<file path="src/rtl/pll_mon_pkg.sv">
// Shared state encoding and default sizing for the PLL lock monitor.
// Latency and backpressure: none (constants only).
package pll_mon_pkg;

  localparam logic [1:0] ST_IDLE    = 2'd0;
  localparam logic [1:0] ST_SETTLE  = 2'd1;
  localparam logic [1:0] ST_MEASURE = 2'd2;

  localparam int WIN_CYCLES_DEF = 256;
  localparam int CNT_W_DEF      = 10;
  localparam int TOL_DEF        = 2;
  localparam int LOCK_N_DEF     = 4;

endpackage

</file>
<file path="src/rtl/sync_edge_det.sv">
// Two-flop synchronizer plus registered rising-edge pulse for an async input.
// Latency: input rise to edge_pulse is 3 osc cycles; no backpressure.
module sync_edge_det (
  input  logic osc,
  input  logic resetb,
  input  logic async_in,
  output logic edge_pulse
);

  logic sync1;
  logic sync2;
  logic sync2_d;

  always_ff @(posedge osc) begin
    if (!resetb) begin
      sync1      <= 1'b0;
      sync2      <= 1'b0;
      sync2_d    <= 1'b0;
      edge_pulse <= 1'b0;
    end else begin
      sync1      <= async_in;
      sync2      <= sync1;
      sync2_d    <= sync2;
      edge_pulse <= sync2 & ~sync2_d;
    end
  end

endmodule

</file>
<file path="src/rtl/pll_lock_monitor.sv">
// Counts clkfb rises per window of osc cycles and flags lock / too fast / too slow.
// Results register one cycle after each MEASURE window ends; no backpressure.
module pll_lock_monitor
  import pll_mon_pkg::*;
#(
  parameter int WIN_CYCLES = WIN_CYCLES_DEF,
  parameter int CNT_W      = CNT_W_DEF,
  parameter int TOL        = TOL_DEF,
  parameter int LOCK_N     = LOCK_N_DEF
) (
  input  logic             osc,
  input  logic             resetb,
  input  logic             enable,
  input  logic             clkfb,
  input  logic [CNT_W-1:0] expected,
  output logic [CNT_W-1:0] meas_count,
  output logic             meas_valid,
  output logic             locked,
  output logic             too_fast,
  output logic             too_slow
);

  localparam int WIN_W   = $clog2(WIN_CYCLES);
  localparam int MATCH_W = $clog2(LOCK_N + 1);

  localparam logic [WIN_W-1:0]   WIN_LAST = WIN_W'(WIN_CYCLES - 1);
  localparam logic [CNT_W-1:0]   CNT_MAX  = '1;
  localparam logic [CNT_W:0]     TOL_X    = (CNT_W + 1)'(TOL);
  localparam logic [MATCH_W-1:0] LOCK_TGT = MATCH_W'(LOCK_N);

  logic [1:0]         state;
  logic [WIN_W-1:0]   win_cnt;
  logic [CNT_W-1:0]   edge_cnt;
  logic [MATCH_W-1:0] match_cnt;
  logic               edge_pulse;

  logic               win_end;
  logic [CNT_W-1:0]   cnt_final;
  logic [CNT_W:0]     exp_x;
  logic [CNT_W:0]     cnt_x;
  logic [CNT_W:0]     hi_lim;
  logic [CNT_W:0]     lo_lim;
  logic               fast_now;
  logic               slow_now;
  logic [MATCH_W-1:0] match_next;

  sync_edge_det u_sync_edge_det (
    .osc        (osc),
    .resetb     (resetb),
    .async_in   (clkfb),
    .edge_pulse (edge_pulse)
  );

  // An edge landing on the last window cycle is folded into the ending count.
  always_comb begin
    win_end    = (win_cnt == WIN_LAST);
    cnt_final  = edge_cnt;
    if (edge_pulse && (edge_cnt != CNT_MAX)) begin
      cnt_final = edge_cnt + 1'b1;
    end
    exp_x      = {1'b0, expected};
    cnt_x      = {1'b0, cnt_final};
    hi_lim     = exp_x + TOL_X;
    lo_lim     = (exp_x >= TOL_X) ? (exp_x - TOL_X) : '0;
    fast_now   = (cnt_x > hi_lim);
    slow_now   = (cnt_x < lo_lim);
    match_next = (match_cnt == LOCK_TGT) ? match_cnt : (match_cnt + 1'b1);
  end

  always_ff @(posedge osc) begin
    if (!resetb) begin
      state      <= ST_IDLE;
      win_cnt    <= '0;
      edge_cnt   <= '0;
      match_cnt  <= '0;
      meas_count <= '0;
      meas_valid <= 1'b0;
      locked     <= 1'b0;
      too_fast   <= 1'b0;
      too_slow   <= 1'b0;
    end else if (!enable) begin
      // meas_count deliberately holds so firmware can still read the last result.
      state      <= ST_IDLE;
      win_cnt    <= '0;
      edge_cnt   <= '0;
      match_cnt  <= '0;
      meas_valid <= 1'b0;
      locked     <= 1'b0;
      too_fast   <= 1'b0;
      too_slow   <= 1'b0;
    end else begin
      meas_valid <= 1'b0;
      case (state)
        ST_IDLE: begin
          state    <= ST_SETTLE;
          win_cnt  <= '0;
          edge_cnt <= '0;
        end
        ST_SETTLE, ST_MEASURE: begin
          win_cnt  <= win_end ? '0 : (win_cnt + 1'b1);
          edge_cnt <= win_end ? '0 : cnt_final;
          if (win_end) begin
            if (state == ST_SETTLE) begin
              state <= ST_MEASURE;
            end else begin
              meas_count <= cnt_final;
              meas_valid <= 1'b1;
              too_fast   <= fast_now;
              too_slow   <= slow_now;
              if (fast_now || slow_now) begin
                match_cnt <= '0;
                locked    <= 1'b0;
              end else begin
                match_cnt <= match_next;
                locked    <= (match_next == LOCK_TGT);
              end
            end
          end
        end
        default: state <= ST_IDLE;
      endcase
    end
  end

endmodule

</file>
<file path="config.mk">
export PLATFORM = sky130hd
export DESIGN_NAME = pll_lock_monitor
export DESIGN_NICKNAME = d
export VERILOG_FILES = /design/src/rtl/pll_mon_pkg.sv /design/src/rtl/sync_edge_det.sv /design/src/rtl/pll_lock_monitor.sv
export SDC_FILE = /design/constraint.sdc
export NUM_CORES = 1
export LEC_CHECK = 0
export BUFFER_PORTS_ARGS = -buffer_cell sky130_fd_sc_hd__buf_2
export CORE_ASPECT_RATIO = 0.5
export CORE_MARGIN = 1.5
export CORE_UTILIZATION = 55
export CTS_BUF_LIST = sky130_fd_sc_hd__clkbuf_8
export DETAILED_ROUTE_END_ITERATION = 8
export HOLD_SLACK_MARGIN = 0.12
export MAX_ROUTING_LAYER = met4
export PLACE_DENSITY = 0.78
export SLEW_MARGIN = 20
export SYNTH_ARGS = -nofsm -noshare
export SYNTH_HDL_FRONTEND = slang
export SYNTH_HIERARCHICAL = 1
export SYNTH_SLANG_ARGS = --single-unit
</file>
<file path="constraint.sdc">
create_clock -name osc -period 3.15 [get_ports osc]
set_input_delay 0.1575 -clock osc [delete_from_list [all_inputs] [get_ports osc]]
set_output_delay 0.1575 -clock osc [all_outputs]
set_load 0.005 [all_outputs]
</file>
# Word-level counts from Yosys, hierarchy flattened
# Cells that the tools add are included.
# Widths: inputs -> output; s select.
[word_totals]
register_bits = 41
input_bits = 14
out_inout_bits = 14
elab_cells = 55
[classes]
add_sub_neg = 5
n_lt_le_gt_ge = 3
eq_ne = 8
muxes = 13
bitwise = 3
reduce_logical = 10
[op_table]
columns = ["operator", "n"]
rows = [
  ["$mux 10", 2],
  ["$pmux 10 s2", 1],
  ["$pmux 8 s2", 1],
  ["$add 10x2->11 const B", 1],
  ["$gt 10x11->1", 1],
  ["$lt 10x11->1", 1],
  ["$mux 11", 1],
  ["$sub 10x2->11 const B", 1],
  ["$add 10x1->10 const B", 1],
  ["$ge 10x2->1 const B", 1],
  ["$ne 10x10->1 const B", 1],
  ["$add 8x1->8 const B", 1],
  ["$eq 8x8->1 const B", 1],
  ["$mux 8", 1],
  ["$reduce_and 4->1", 2],
  ["$eq 3x3->1 const B", 2],
  ["$mux 3", 2],
  ["$mux 2", 2],
  ["$ne 2x2->1 const B", 2],
  ["$pmux 2 s2", 1],
  ["$reduce_and 2->1", 2],
  ["$add 3x1->3 const B", 1],
  ["$reduce_and 3->1", 1],
  ["$eq 2x1->1 const B", 1],
  ["other kinds (9)", 11],
]

# Longest topological paths before layout
[depth]
word_depth = 6
ltp_mapped = 14
depth_no_buf = 14

# Hierarchy
# The synthesis kept the hierarchy.
[modules_own_cells]
columns = ["mod", "n_inst", "cells_per_inst", "area_per_inst_um2"]
rows = [
  ["pll_lock_monitor", 1, 315, 2642.5],
  ["sync_edge_det", 1, 8, 111.4],
]

# Worst setup path after synthesis
# OpenSTA, ideal clock, no wires.
[synth_timing]
path_kind = "register to register"
startpoint = "register edge_cnt[0]"
endpoint = "register match_cnt[0]"
t_arrival_ps = 3040
required_time_ps = 3080
path_slack_ps = 40
stages_incl_launch_ff = 15
n_path_buf = 0
period_less_slack_ps = 3110
cell_sequence = "dfxtp_1 -> ha_1 -> nand3_1 -> o31ai_1 -> or3_1 -> nor2_1 -> xnor2_1 -> inv_1 -> ha_1 -> a21o_1 -> a21oi_1 -> or2b_2 -> o221ai_4 -> o211ai_1 -> a21oi_1"
[synth_via]
elab_chain_cells = 6
word_cells_on_any_way = 8
classes_between = "add/sub (1); order compare (2); eq/ne (1); mux (2); reduce/logical (2)"
[synth_rtl]
columns = ["item", "line_no", "rtl"]
rows = [
  ["start, declared", "pll_lock_monitor.sv:33", "logic [CNT_W-1:0] edge_cnt;"],
  ["start signal, assigned", "pll_lock_monitor.sv:101", "edge_cnt <= win_end ? '0 : cnt_final;"],
  ["branches (longest 2 deep; another with $add 10x1->10)", "n/a", ""],
  ["$mux 10 (*)", "pll_lock_monitor.sv:58", "if (edge_pulse && (edge_cnt != CNT_MAX)) begin"],
  ["net cnt_final[8]", "pll_lock_monitor.sv:38", "logic [CNT_W-1:0] cnt_final;"],
  ["$gt 10x11->1 / $lt 10x11->1 (equally long branches)", "pll_lock_monitor.sv:65, pll_lock_monitor.sv:66", ""],
  ["$logic_or 1x1->1 (*)", "pll_lock_monitor.sv:110", "if (fast_now || slow_now) begin"],
  ["$mux 3 (*)", "pll_lock_monitor.sv:110", ""],
  ["end signal, assigned", "pll_lock_monitor.sv:114", "match_cnt <= match_next;"],
  ["end, declared", "pll_lock_monitor.sv:34", "logic [MATCH_W-1:0] match_cnt;"],
]
# Mark *: on every way through the listed nets, which the timed path passes.
# A chain may end at the register's enable or synchronous reset.

# Worst setup path in the final report
[layout_timing]
startpoint = "register edge_cnt[1]"
endpoint = "register match_cnt[0]"
# The elaborated chain is that of the path after synthesis.

==> impl_metrics.yaml <==
timing:
  fmax_mhz: 335.1
  hold_viol_final: 0
  slew_headroom_pct: 48.53
  timing.final.crit_share_pct: 94.74
  fin_crit_ns: 2.984
  setup_viol: 0
  setup_ws_ns: 0.1656
  drv_slew: 0
  worstMarginPinSlew_ns: 0.7701
  skew_ns: 0.005334
  hold_slack_ns: 0.1466
  tns_ns: 0
detailed_routing:
  viasPerCell: 5.525
  wl_per_cell_um: 14.72
  drc: 0
  firstDrtPassIters: 4
  vias: 2348
  drt.antenna.violating_nets: 0
  drt_iter0_markers: 96
  routed_wl_um: 6257
finish:
  n_antenna_cell: 0
  fin_util_pct: 69.91
  area_growth_pct: 16.63
  final_cell_mix: "dfxtp_1, nand2_1, nor2_1"
  fillerInstances: 351
  layout-drive-gt1-share_pct: 21.45
  finalNonFillerCells: 425
  final_common_cell: "dfxtp_1"
  nets: 402
floorplan:
  io_pins: 28
  die-area_um2: 5466
  core_area_um2: 4594
  initial_core_util_pct: 59.94
  row_count: 17
  die_y_um: 53.04
  die_x_um: 103.1
grt:
  overflow: 0
  grt_start_max_net_pins: 23
  antenna_found_initial: 0
  grt_pass1_wl_um: 9666
  track_usage_pct: 24.20
  grt_pass1_vias: 2136
pwr:
  clock_power_share_pct: 35.3
  power_density_nw_per_um2: 310.4
  power.switching_uw: 256.0
  seq_power_share_pct: 52.6
  p_int_uw: 741.1
  p_leak_uw: 0.001326
  ir_drop_v: 0.0002699
  comb_power_share_pct: 12.1
  switching_share_pct: 25.67
logic_synthesis:
  yosys-mux-area-fraction_pct: 3.271
  synth_nets: 366
  ys_async_sr_fraction_pct: 0
  syn_avg_cell_area_um2: 8.526
  ys_seq_elements: 41
  synth_top_family_by_area: "simple AND/OR/NAND/NOR gates"
  synth_edf_count: 0
  synth_xor_area_share_pct: 9.587
  ys.flop_type: "dfxtp_1"
  ys_seq_area_share_pct: 29.80
  syn_inst: 323
  ys_types: 48
  synth_compound_area_share_pct: 13.63
  synth_simple_gate_area_share_pct: 25.44
  syn-cell-area_um2: 2754
  synthAdderAreaFrac_pct: 13.18
  ys_warn_count: 6
flow_run:
  drv_cap: 0
critical_path:
  worstPathRequired_ns: 3.36
  crit_type: "reg2reg"
  end_kind: "register"
  start_kind: "register"
  cp_max_fo: 5
  worstPathArrival_ns: 3.19
place:
  place_congestion: 0.8327
  dp_slack_ns: -0.09134
  io_buffers: 27
  post-dp-hpwl_um: 4497
  dp.cells: 417
hold_path:
  min_path_type: "in2reg"
clock_network:
  cts_tree: "built"
  cts_root_buffer: "clkbuf_8"
  cts_setup_buffers: 0
  numCtsBuffers: 5
  cts_num_sinks: 41
  htreeDepth: 2
  clk-insertion-delay-late_ns: 0.29
  clk_pin_slew_ns: 0.08
  clk_path_buf_depth: 2
outcome:
  run_status: "completed"
==> stage by stage <==
stage                     total power (uW)  cell area [um^2]
final                                997.0              3212
after global routing                  1039              3212
after CTS                            997.1              3097
after detailed placement             650.8              2978
after global placement               645.4              2978
after floorplan                      621.2              2754
==> Yosys cell counts (2+ instances only) <==
cell	instances	area, um^2
inv_1	15	56.30
nand3b_1	2	15.01
and3_1	6	37.54
dfxtp_1	41	820.8
nand2_1	37	138.9
and3b_1	2	17.52
mux2i_1	9	90.09
buf_6	3	33.78
clkbuf_1	3	11.26
o22ai_1	3	18.77
nor2b_1	7	43.79
ha_1	29	362.9
xnor2_1	15	131.4
nor3_1	8	40.04
nand2b_1	3	18.77
or3_1	2	12.51
nor2_1	37	138.9
o21a_1	2	15.01
buf_4	3	22.52
nand4_1	9	56.30
and2_2	3	22.52
o21ai_1	4	20.02
nand3_1	15	75.07
a21oi_1	18	90.09
o211a_1	2	20.02
o21ai_0	5	25.02
a22oi_1	6	45.04
a21o_1	3	22.52
xor2_1	12	105.1
==> critical path, cell delays in order (launching register included) <==
cell and delay [ns]:
dfxtp_4 0.37, ha_4 0.17, nand3_2 0.10, o31ai_4 0.09
or3_4 0.40, nor2_4 0.11, xnor2_2 0.13, inv_2 0.09
ha_4 0.25, a21o_1 0.19, a21oi_2 0.14, or2b_4 0.28
o221ai_4 0.26, o211ai_1 0.15, a21oi_1 0.15
==> logic make-up (layout without fill, tap and decap cells) <==
kind of cell,after synthesis,after routing
DFF,41,41
adders and majority gates,29,29
buffers and inverters,26,62
AOI/OAI and AO/OA,52,52
and+or+nand+nor,138,138
muxes,9,9
xor gates and xnor gates,28,28
==> state kept, by name (all words and copies together) (netlist names) <==
signal	flops
edge_cnt	10
locked	1
match_cnt	3
meas_count	10
meas_valid	1
state	2
too_fast	1
too_slow	1
u_sync_edge_det/edge_pulse	1
u_sync_edge_det/sync1	1
u_sync_edge_det/sync2	1
u_sync_edge_det/sync2_d	1
win_cnt	8
==> metal layers <==
metal  vias up  wire length (um)  global-route usage, %
li1       1203                 -                      -
met1      1095              3013                  29.05
met2        42              2992                  42.32
met3         8               186                  4.756
met4         0                65                  6.532
met5         -                 0                      -
==> final timing paths <==
| path | start | end | slack (ns) | cells past startpoint |
|---|---|---|---|---|
| min reg2reg | u_sync_edge_det/sync1 | u_sync_edge_det/sync2 | 0.45 | 1 |
| max | edge_cnt[1] | match_cnt[0] | 0.17 | 14 |
| min | enable | meas_valid | 0.15 | 2 |
| max reg2reg | edge_cnt[1] | match_cnt[0] | 0.17 | 14 |
==> timing repair <==
action                                  4_1_cts  5_1_grt
hold buffers                                  1        0
endpoints found under the setup margin        5        6
resized for setup                             5       19
hold endpoints to repair                      1        0
cloned                                        0        0
pin swaps                                     2        6
==> power groups by stage <==
stage / Combinational (uW) / Clock [uW] / Sequential [uW]
5_1_grt: 134 / 381 / 525
2_1_floorplan: 84.9 / 0 / 536
3_3_place_gp: 109 / 0 / 537
3_5_place_dp: 114 / 0 / 537
4_1_cts: 116 / 356 / 525
6_report: 121 / 352 / 524
==> final cells by class <==
cell class,instances,area (um^2),area share (%)
inverters,15,56.30,1.753
multi-input cells,256,1921,59.80
clock buffers,6,82.58,2.571
flip-flops and latches,41,827.0,25.75
repair buffers,40,235.2,7.324
clock inverters,1,7.507,0.2337
well taps,66,82.58,2.571
Power figures use the tool's default switching activity.
